`src/rtl/ext_in_pkg.sv`:
```
// ext_in_pkg: shared debounce FSM states and counter sizing for ext_input_cond.
package ext_in_pkg;

    typedef enum logic [1:0] {LO, LO_PEND, HI, HI_PEND} deb_state_t;

    function automatic int cnt_width(input int n);
        return ($clog2(n) < 1) ? 1 : $clog2(n);
    endfunction

endpackage

```
`src/rtl/ext_in_debounce.sv`:
```
// ext_in_debounce: one channel of synchroniser, debounce FSM and registered edge pulses.
module ext_in_debounce
    import ext_in_pkg::*;
#(
    parameter int SYNC_STAGES = 2,
    parameter int DEB_CYCLES  = 250000
) (
    input  logic clk,
    input  logic rst_n,
    input  logic sig_i,
    output logic level_o,
    output logic rise_o,
    output logic fall_o
);

    localparam int CW = cnt_width(DEB_CYCLES);
    localparam logic [CW-1:0] CNT_MAX = CW'(DEB_CYCLES - 1);

    logic [SYNC_STAGES-1:0] sync_q;
    deb_state_t             state_q, state_d;
    logic [CW-1:0]          cnt_q, cnt_d;
    logic                   rise_q, rise_d, fall_q, fall_d;
    logic                   s, level, pend, diff;

    assign s     = sync_q[SYNC_STAGES-1];
    assign level = (state_q == HI) || (state_q == HI_PEND);
    assign pend  = (state_q == LO_PEND) || (state_q == HI_PEND);
    assign diff  = s != level;

    always_ff @(posedge clk or negedge rst_n) begin
        if (!rst_n) begin
            sync_q  <= '0;
            state_q <= LO;
            cnt_q   <= '0;
            rise_q  <= 1'b0;
            fall_q  <= 1'b0;
        end else begin
            sync_q  <= {sync_q[SYNC_STAGES-2:0], sig_i};
            state_q <= state_d;
            cnt_q   <= cnt_d;
            rise_q  <= rise_d;
            fall_q  <= fall_d;
        end
    end

    // cnt holds the number of consecutive differing samples already seen in *_PEND
    always_comb begin
        state_d = state_q;
        cnt_d   = cnt_q;
        rise_d  = 1'b0;
        fall_d  = 1'b0;
        if (!diff) begin
            state_d = level ? HI : LO;
            cnt_d   = '0;
        end else if (DEB_CYCLES == 1 || (pend && cnt_q == CNT_MAX)) begin
            state_d = level ? LO : HI;
            cnt_d   = '0;
            rise_d  = !level;
            fall_d  = level;
        end else if (!pend) begin
            state_d = level ? HI_PEND : LO_PEND;
            cnt_d   = CW'(1);
        end else begin
            cnt_d = cnt_q + 1'b1;
        end
    end

    assign level_o = level;
    assign rise_o  = rise_q;
    assign fall_o  = fall_q;

endmodule

```
`src/rtl/ext_input_cond.sv`:
```
// ext_input_cond: N_CH debounced external inputs with edge pulses and polarity-corrected LEDs.
// Define EXT_IN_TOGGLE_EN to make each LED a push-on/push-off latch driven by rise.
module ext_input_cond
    import ext_in_pkg::*;
#(
    parameter int N_CH           = 4,
    parameter int SYNC_STAGES    = 2,
    parameter int DEB_CYCLES     = 250000,
    parameter bit LED_ACTIVE_LOW = 1'b1
) (
    input  logic            clk,
    input  logic            rst_n,
    input  logic [N_CH-1:0] ext_sig,
    output logic [N_CH-1:0] sync_out,
    output logic [N_CH-1:0] led,
    output logic [N_CH-1:0] rise,
    output logic [N_CH-1:0] fall
);

    for (genvar i = 0; i < N_CH; i++) begin : g_ch
        ext_in_debounce #(
            .SYNC_STAGES(SYNC_STAGES),
            .DEB_CYCLES (DEB_CYCLES)
        ) u_deb (
            .clk    (clk),
            .rst_n  (rst_n),
            .sig_i  (ext_sig[i]),
            .level_o(sync_out[i]),
            .rise_o (rise[i]),
            .fall_o (fall[i])
        );
    end

`ifdef EXT_IN_TOGGLE_EN
    logic [N_CH-1:0] tog_q;

    always_ff @(posedge clk or negedge rst_n) begin
        if (!rst_n) tog_q <= '0;
        else        tog_q <= tog_q ^ rise;
    end

    assign led = LED_ACTIVE_LOW ? ~tog_q : tog_q;
`else
    assign led = LED_ACTIVE_LOW ? ~sync_out : sync_out;
`endif

endmodule

```
`config.mk`:
```
export PLATFORM = sky130hd
export DESIGN_NAME = ext_input_cond
export DESIGN_NICKNAME = d
export VERILOG_FILES = /design/src/rtl/ext_in_pkg.sv /design/src/rtl/ext_in_debounce.sv /design/src/rtl/ext_input_cond.sv
export SDC_FILE = /design/constraint.sdc
export NUM_CORES = 1
export LEC_CHECK = 0
export CAP_MARGIN = 10
export CORE_ASPECT_RATIO = 0.5
export CORE_MARGIN = 4
export CORE_UTILIZATION = 55
export DETAILED_ROUTE_END_ITERATION = 10
export PLACE_DENSITY = 0.72
export SYNTH_ARGS = -nofsm -noshare
export SYNTH_HDL_FRONTEND = slang
export SYNTH_SLANG_ARGS = --single-unit
```
`constraint.sdc`:
```
create_clock -name clk -period 5.1 [get_ports clk]
set_input_delay 1.53 -clock clk [delete_from_list [all_inputs] [get_ports clk]]
set_output_delay 1.53 -clock clk [all_outputs]
set_load 0.005 [all_outputs]
```
---- After elaboration in Yosys (flattened, before gate mapping) ----
Cells that the tools add are included.
storage, ports and cells
  register bits ........................... 96
  bits in latches ......................... 0
  memory bits (writable) .................. 0
  memory bits (read-only) ................. 0
  output and inout port bits .............. 16
  logic and storage cells ................. 117
  memories kept ........................... 0
cells by class
  add/subtract/negate cells ............... 4
  $mul .................................... 0
  divide/modulo/power cells ............... 0
  magnitude comparators ................... 0
  eq/ne operators ......................... 24
  shift operators ......................... 0
  mux-type cells .......................... 52
  bitwise logic cells ..................... 1
  reduce and logical (&&, ||, !) cells .... 16
operator list
  cell                   number
  $mux 18                12
  $add 18x1->18 const B  4
  $eq 18x18->1 const B   4
  $mux 2                 24
  $eq 2x2->1 const B     8
  $mux 1                 16
  $ne 3x3->1 const B     4
  $eq 2x1->1 const B     4
  $logic_or 1x1->1       8
  $logic_and 1x1->1      4
  $logic_not 1->1        4
  $ne 1x1->1             4
  $not 4->4              1

---- Logic depth before layout (Yosys ltp) ----
Gate-level depths: netlist (run 1).
  depth in word-level cells ............... 6
  mapped depth ............................ 6
  mapped depth without buffers ............ 5

---- Hierarchy ----
Synthesis (run 1) repeated with hierarchy kept, for this count alone.
second synthesis, totals
  cell total of the unflattened synthesis .. 432
  area total of the unflattened synthesis .. 4609.4 um^2
modules (own cells, without submodules)
  module           times used  cells each  area an instance (um^2)
  ext_in_debounce  4           107         1148.6
  ext_input_cond   1           4           15.0

---- Least setup slack after synthesis (run 1) ----
No wires, ideal clock.
  path type ............................... reg-to-output
  start point ............................. reg g_ch[1].u_deb.state_q[1]
  end point ............................... out sync_out[1]
  arrival time ............................ 0.620 ns
  slack ................................... 2.950 ns
  stages on the path, launching flop included .. 3
  path buffers ............................ 2
  cell sequence ........................... dfrtp_1 -> clkbuf_1 -> buf_4
on the way
  longest elaborated chain between the ends .. 2
RTL lines
  item                    RTL line               text
  from (decl)             ext_in_debounce.sv:20  deb_state_t state_q, state_d;
  from (signal assigned)  ext_in_debounce.sv:39  state_q <= state_d;
  $eq 2x2->1              ext_in_debounce.sv:26  assign level = (state_q == HI) || (state_q == HI_PEND);
  $logic_or 1x1->1 *      ext_in_debounce.sv:26
  to (decl)               ext_input_cond.sv:14   output logic [N_CH-1:0] sync_out,
Every way passes the cells marked *; elsewhere a longest branch is shown, timed or not.

---- Worst setup path after layout (run 1) ----
  start point ............................. reg g_ch[1].u_deb.state_q[1]
  end point ............................... out led[1]
on the way
  longest elaborated chain between the ends .. 3
RTL lines
  item                RTL line               text
  $eq 2x2->1          ext_in_debounce.sv:26
  $logic_or 1x1->1 *  ext_in_debounce.sv:26
  $not 4->4 *         ext_input_cond.sv:44   assign led = LED_ACTIVE_LOW ? ~sync_out : sync_out;
  to (decl)           ext_input_cond.sv:15   output logic [N_CH-1:0] led,
Marked as above.

==> flow_summary.json, run 1 <==
{
  "ctsHoldBuffers": 0,
  "drc_errors": 0,
  "required_ns": 3.57,
  "arrival_ns": 1.39,
  "reg2reg_to": "g_ch[0].u_deb.cnt_q[8]",
  "tns_ns": 0,
  "ant_nets": 0,
  "grt_pass1_vias": 3251,
  "ys_seq_area_share_pct": 53.4,
  "cts_sinks": 96,
  "place.detailed.hpwl_um": 5820,
  "design.core.area_mm2": 0.00762,
  "cts_root_buf": "clkbuf_16",
  "period_share_pct": 57.3,
  "nets": 461,
  "power_density_mw_per_mm2": 304,
  "post-route-util_pct": 66.1,
  "fp.dieH_um": 72.0,
  "gr-total-overflow": 0,
  "synth-seq-cells": 96,
  "grt_max_degree": 73,
  "port_buffers": 21,
  "synthCells": 439,
  "synthesis.nets": 449,
  "grt-busiest-layer": "met2",
  "die-width_um": 136,
  "crit_type": "flop to output pin",
  "ir_drop_mv": 0.218,
  "path_max_fanout": 5,
  "hold_path.class": "flop to flop",
  "startpoint_type": "flop",
  "cts_resized": 0,
  "grt_pass1_wl_um": 14700,
  "drtIter0Drc": 306,
  "gp_congestion": 0.828,
  "synthesis.area_mm2": 0.00450,
  "final_cell_area_mm2": 0.00504,
  "cp_slowest_cell": "clkdlybuf4s50_1",
  "drt-pass1-iter-count": 5,
  "route.vias.total": 3218,
  "num_rows": 22,
  "via_per_inst": 5.72,
  "finalSetupViolations": 0,
  "globalRouteMet3Util_pct": 4.64,
  "cts_setup_buffers": 0,
  "drt-total-wl_um": 8520,
  "cts_buffers": 9,
  "reg2regPathDepth": 5,
  "final_common_cell": "dfrtp_1",
  "whs_path_depth": 0,
  "wl_per_cell_um": 15.1,
  "layout_common_cells": "96 x dfrtp_1, 65 x nor2_1, 37 x xnor2_1",
  "path_clk_slew_ns": 0.06,
  "cap_viol_max_count": 0,
  "max_stage_delay_ns": 0.51,
  "use_met2_pct": 31.4,
  "drive_above_1_share_pct": 8.35,
  "antenna_cells": 0,
  "rsz0062_at_grt": "no",
  "ys_warn_count": 0,
  "worst_pin_slew_ns": 1.08,
  "fmax_mhz": 342,
  "htree_levels": 3,
  "dpl_cell_area_mm2": 0.00472,
  "cts_tree": "yes",
  "grt_usage_pct": 18.6,
  "crit_path_end_kind": "output pin",
  "crit_chain": "inv_1 -> clkdlybuf4s50_1",
  "fin_skew_ns": 0.00602,
  "r2r_setup_slack_ns": 2.82,
  "drv_slew": 0,
  "status": "finished, final reports clean",
  "initial_core_util_pct": 59.0,
  "min_period_ns": 2.92,
  "ios": 22,
  "hold_viol": 0,
  "clock_latency_ns": 0.33,
  "die_area_mm2": 0.00978,
  "p_leak_nw": 1.99,
  "power_mw": 1.53,
  "syn_area_per_cell_um2": 10.2,
  "whs_endpoint": "g_ch[2].u_deb.sync_q[1]",
  "synth.distinct_cells": 38,
  "min_from": "g_ch[2].u_deb.sync_q[0]",
  "grt_antenna_before_repair": 0,
  "timing.rr.start": "g_ch[0].u_deb.cnt_q[0]",
  "relSlewSlack_pct": 27.7,
  "clk_path_buf_depth": 2,
  "use_met1_pct": 23.6,
  "syn2layout_area_growth_pct": 12.0
}
## power by group
part | internal [mW] | switching [mW]
logic | 0.0110 | 0.0290
registers | 0.771 | 0.00950
clock network | 0.453 | 0.262
total | 1.23 | 0.300
## through the flow
stage | hold slack [ns] | std cells | setup WS, ns
after floorplan | 0.331 | 439 | 2.95
after global placement | 0.333 | 548 | 2.55
after detailed placement | 0.339 | 548 | 2.47
after CTS | 0.353 | 563 | 2.16
after global routing | 0.361 | 563 | 2.12
final | 0.350 | 563 | 2.18
## worst max path at each step
stage | to | startpoint | cells past startpoint
3_3_place_gp | g_ch[0].u_deb.cnt_q[14] | rst_n | 2
2_1_floorplan | sync_out[1] | g_ch[1].u_deb.state_q[1] | 2
6_report | led[1] | g_ch[1].u_deb.state_q[1] | 2
5_1_grt | led[3] | g_ch[3].u_deb.state_q[1] | 2
3_5_place_dp | g_ch[0].u_deb.cnt_q[16] | rst_n | 2
4_1_cts | led[1] | g_ch[1].u_deb.state_q[1] | 2
## cell type report
cell class,count,area [um^2]
Sequential cell,96,2400
Multi-Input combinational cell,296,1870
Fill cell,608,2580
Inverter,26,97.6
Tap cell,108,135
Clock buffer,12,256
Timing Repair Buffer,22,215
Clock inverter,3,65.1
## cells in the mapped netlist (all sizes together)
master / instances / share of area (%)
dfrtp: 96 / 53
nor2: 65 / 5.4
xnor2: 37 / 7.2
nand3: 28 / 3.2
inv: 26 / 2.2
nand4: 20 / 2.9
xor2: 19 / 3.7
nor4: 17 / 2.6
buf: 15 / 2.4
nand2: 15 / 1.3
nor3: 15 / 1.7
a21oi: 14 / 1.6
and3: 12 / 1.7
a31o: 8 / 1.6
clkbuf: 6 / 0.50
or3: 6 / 0.83
o21ai: 5 / 0.64
ha: 4 / 1.1
mux2: 4 / 1.0
nand4b: 4 / 0.78
a211oi: 3 / 0.50
nor3b: 3 / 0.50
nor4b: 3 / 0.58
or4: 3 / 0.58
and2: 2 / 0.28
and4: 2 / 0.39
o211ai: 2 / 0.56
nor2b: 1 / 0.14
o31ai: 1 / 0.28
o41ai: 1 / 0.19
or2: 1 / 0.14
or4b: 1 / 0.22
## flip-flops by register name, indices dropped and copies added (netlist names)
name / cells
g_ch.u_deb.rise_o: 4
g_ch.u_deb.state_q: 8
g_ch.u_deb.sync_q: 8
g_ch.u_deb.fall_o: 4
g_ch.u_deb.cnt_q: 72
## critical path, delay by kind of cell (launching register included)
kind	cells	cell delay (ns)
buffers and inverters	2	0.62
DFF	1	0.44
## logic make-up (layout without fill, tap and decap cells)
group | after synthesis | in the layout | share of synthesized area, %
AND/OR/NAND/NOR | 198 | 198 | 23.2
flip-flops | 96 | 96 | 53.4
XOR/XNOR | 56 | 56 | 10.9
buffers and inverters | 47 | 63 | 5.06
AO/OA/AOI/OAI | 34 | 34 | 5.28
adder cells (fa/ha/maj) | 4 | 4 | 1.11
multiplexers | 4 | 4 | 1.00
## metal layers
| layer | up-vias | share of wire (%) |
|---|---|---|
| li1 | 1537 | - |
| met1 | 1620 | 45 |
| met2 | 43 | 50 |
| met3 | 18 | 2.7 |
| met4 | 0 | 1.7 |
| met5 | - | 0 |
No activity file was read; power rests on OpenSTA's default activity.
==> run 2, diff against run 1 <==
- clock period: 5.1 -> 2.95 ns (I/O delays scaled with it)
==> flow_summary.json, run 2 (synthesis gave the netlist of run 1 again) <==
{
  "r2r_setup_slack_ns": 0.69,
  "hold_viol": 0,
  "grt_max_degree": 45,
  "drv_slew": 0,
  "path_max_fanout": 4,
  "path_clk_slew_ns": 0.07,
  "clk_path_buf_depth": 2,
  "whs_path_depth": 0,
  "syn2layout_area_growth_pct": 11.8,
  "die-width_um": 136,
  "hold_path.class": "flop to flop",
  "place.detailed.hpwl_um": 5980,
  "wl_per_cell_um": 15.3,
  "power_density_mw_per_mm2": 496,
  "top_register": "g_ch.u_deb.cnt_q",
  "whs_endpoint": "g_ch[1].u_deb.sync_q[1]",
  "initial_core_util_pct": 59.0,
  "startpoint_type": "flop",
  "cts_sinks": 96,
  "grt_usage_pct": 19.2,
  "reg_top3": "g_ch.u_deb.cnt_q: 72 flops, g_ch.u_deb.state_q: 8 flops, g_ch.u_deb.sync_q: 8 flops",
  "fin_skew_ns": 0.00517,
  "final_cell_area_mm2": 0.00503,
  "reg2reg_to": "g_ch[0].u_deb.cnt_q[6]",
  "ctsHoldBuffers": 0,
  "drc_errors": 0,
  "min_from": "g_ch[1].u_deb.sync_q[0]",
  "largest_reg_flops": 72,
  "register_area_mm2": 0.00240,
  "drt-pass1-iter-count": 4,
  "grt_pass1_vias": 3239,
  "timing.rr.start": "g_ch[0].u_deb.cnt_q[0]",
  "min_period_ns": 2.29,
  "status": "finished, final reports clean",
  "relSlewSlack_pct": 52.2,
  "grt_antenna_before_repair": 0,
  "gr-total-overflow": 0,
  "cts_root_buf": "clkbuf_16",
  "ir_drop_mv": 0.303,
  "period_share_pct": 77.7,
  "grt_pass1_wl_um": 15000,
  "cts_resized": 0,
  "drt-total-wl_um": 8690,
  "required_ns": 2.07,
  "final_cells": 567,
  "placed_cells": 551,
  "whs_ns": 0.346,
  "cts_setup_buffers": 0,
  "nets": 464,
  "gp_congestion": 0.905,
  "clock_latency_ns": 0.34,
  "dp_slack_ns": 0.768,
  "arrival_ns": 1.41,
  "crit_path_end_kind": "output pin",
  "design.core.area_mm2": 0.00762,
  "fp.dieH_um": 72.0,
  "crit_type": "flop to output pin",
  "p_leak_nw": 1.99,
  "cts_buffers": 9,
  "drive_above_1_share_pct": 9.15,
  "port_buffers": 21,
  "final_common_cell": "dfrtp_1",
  "rsz0062_at_grt": "no",
  "layout_setup_ws_ns": 0.658,
  "antenna_cells": 0,
  "ant_nets": 0,
  "ios": 22,
  "drtIter0Drc": 187,
  "fmax_mhz": 436,
  "route.vias.total": 3225,
  "worst_pin_slew_ns": 0.716,
  "reg2regPathDepth": 5,
  "tns_ns": 0,
  "multiInputGateArea_mm2": 0.00187,
  "htree_levels": 3,
  "die_area_mm2": 0.00978,
  "dpl_cell_area_mm2": 0.00475,
  "layout_common_cells": "96 x dfrtp_1, 65 x nor2_1, 37 x xnor2_1",
  "cap_viol_max_count": 0,
  "fillers": 614,
  "finalSetupViolations": 0,
  "num_rows": 22,
  "via_per_inst": 5.69,
  "cts_tree": "yes"
}
run 2: worst max path at each step:
stage	from	endpoint	slack (ns)
finish	g_ch[0].u_deb.state_q[1]	led[0]	0.66
global route	g_ch[0].u_deb.cnt_q[0]	g_ch[0].u_deb.cnt_q[13]	0.52
CTS	g_ch[1].u_deb.state_q[1]	led[1]	0.65
detailed placement	g_ch[0].u_deb.cnt_q[0]	g_ch[0].u_deb.cnt_q[7]	0.77
global placement	g_ch[0].u_deb.cnt_q[0]	g_ch[0].u_deb.cnt_q[2]	0.91
floorplan	g_ch[0].u_deb.cnt_q[0]	g_ch[0].u_deb.state_q[1]	1.10
run 2: layout make-up:
type / instances / share of cell area (%)
Clock buffer: 11 / 4.83
Clock inverter: 5 / 0.647
Inverter: 26 / 1.94
Multi-Input combinational cell: 296 / 37.2
Sequential cell: 96 / 47.8
Tap cell: 108 / 2.69
Timing Repair Buffer: 25 / 4.98
run 2: where the power goes:
part           internal, mW  leakage (nW)  switching [mW]
logic                0.0234         0.548          0.0523
clock network         0.593         0.139           0.480
registers              1.33          1.30          0.0166
run 2: critical path, stage by stage, from the launching register on:
cell,delay [ns]
dfrtp_1,0.42
inv_1,0.14
clkdlybuf4s50_1,0.52
run 2: metal layers:
metal	wire length, um	part of all wire (%)	track usage (%)
met1	3800	44	23.6
met3	329	3.8	6.79
met5	0	0	0
met4	130	1.5	5.25
met2	4420	51	32.8
run 2: stage by stage:
stage | utilization [%] | total power [mW]
6_report | 66.0 | 2.50
5_1_grt | 66.0 | 2.59
4_1_cts | 66.0 | 2.53
3_5_place_dp | 62.4 | 1.45
3_3_place_gp | 62.4 | 1.44
2_1_floorplan | - | 1.40
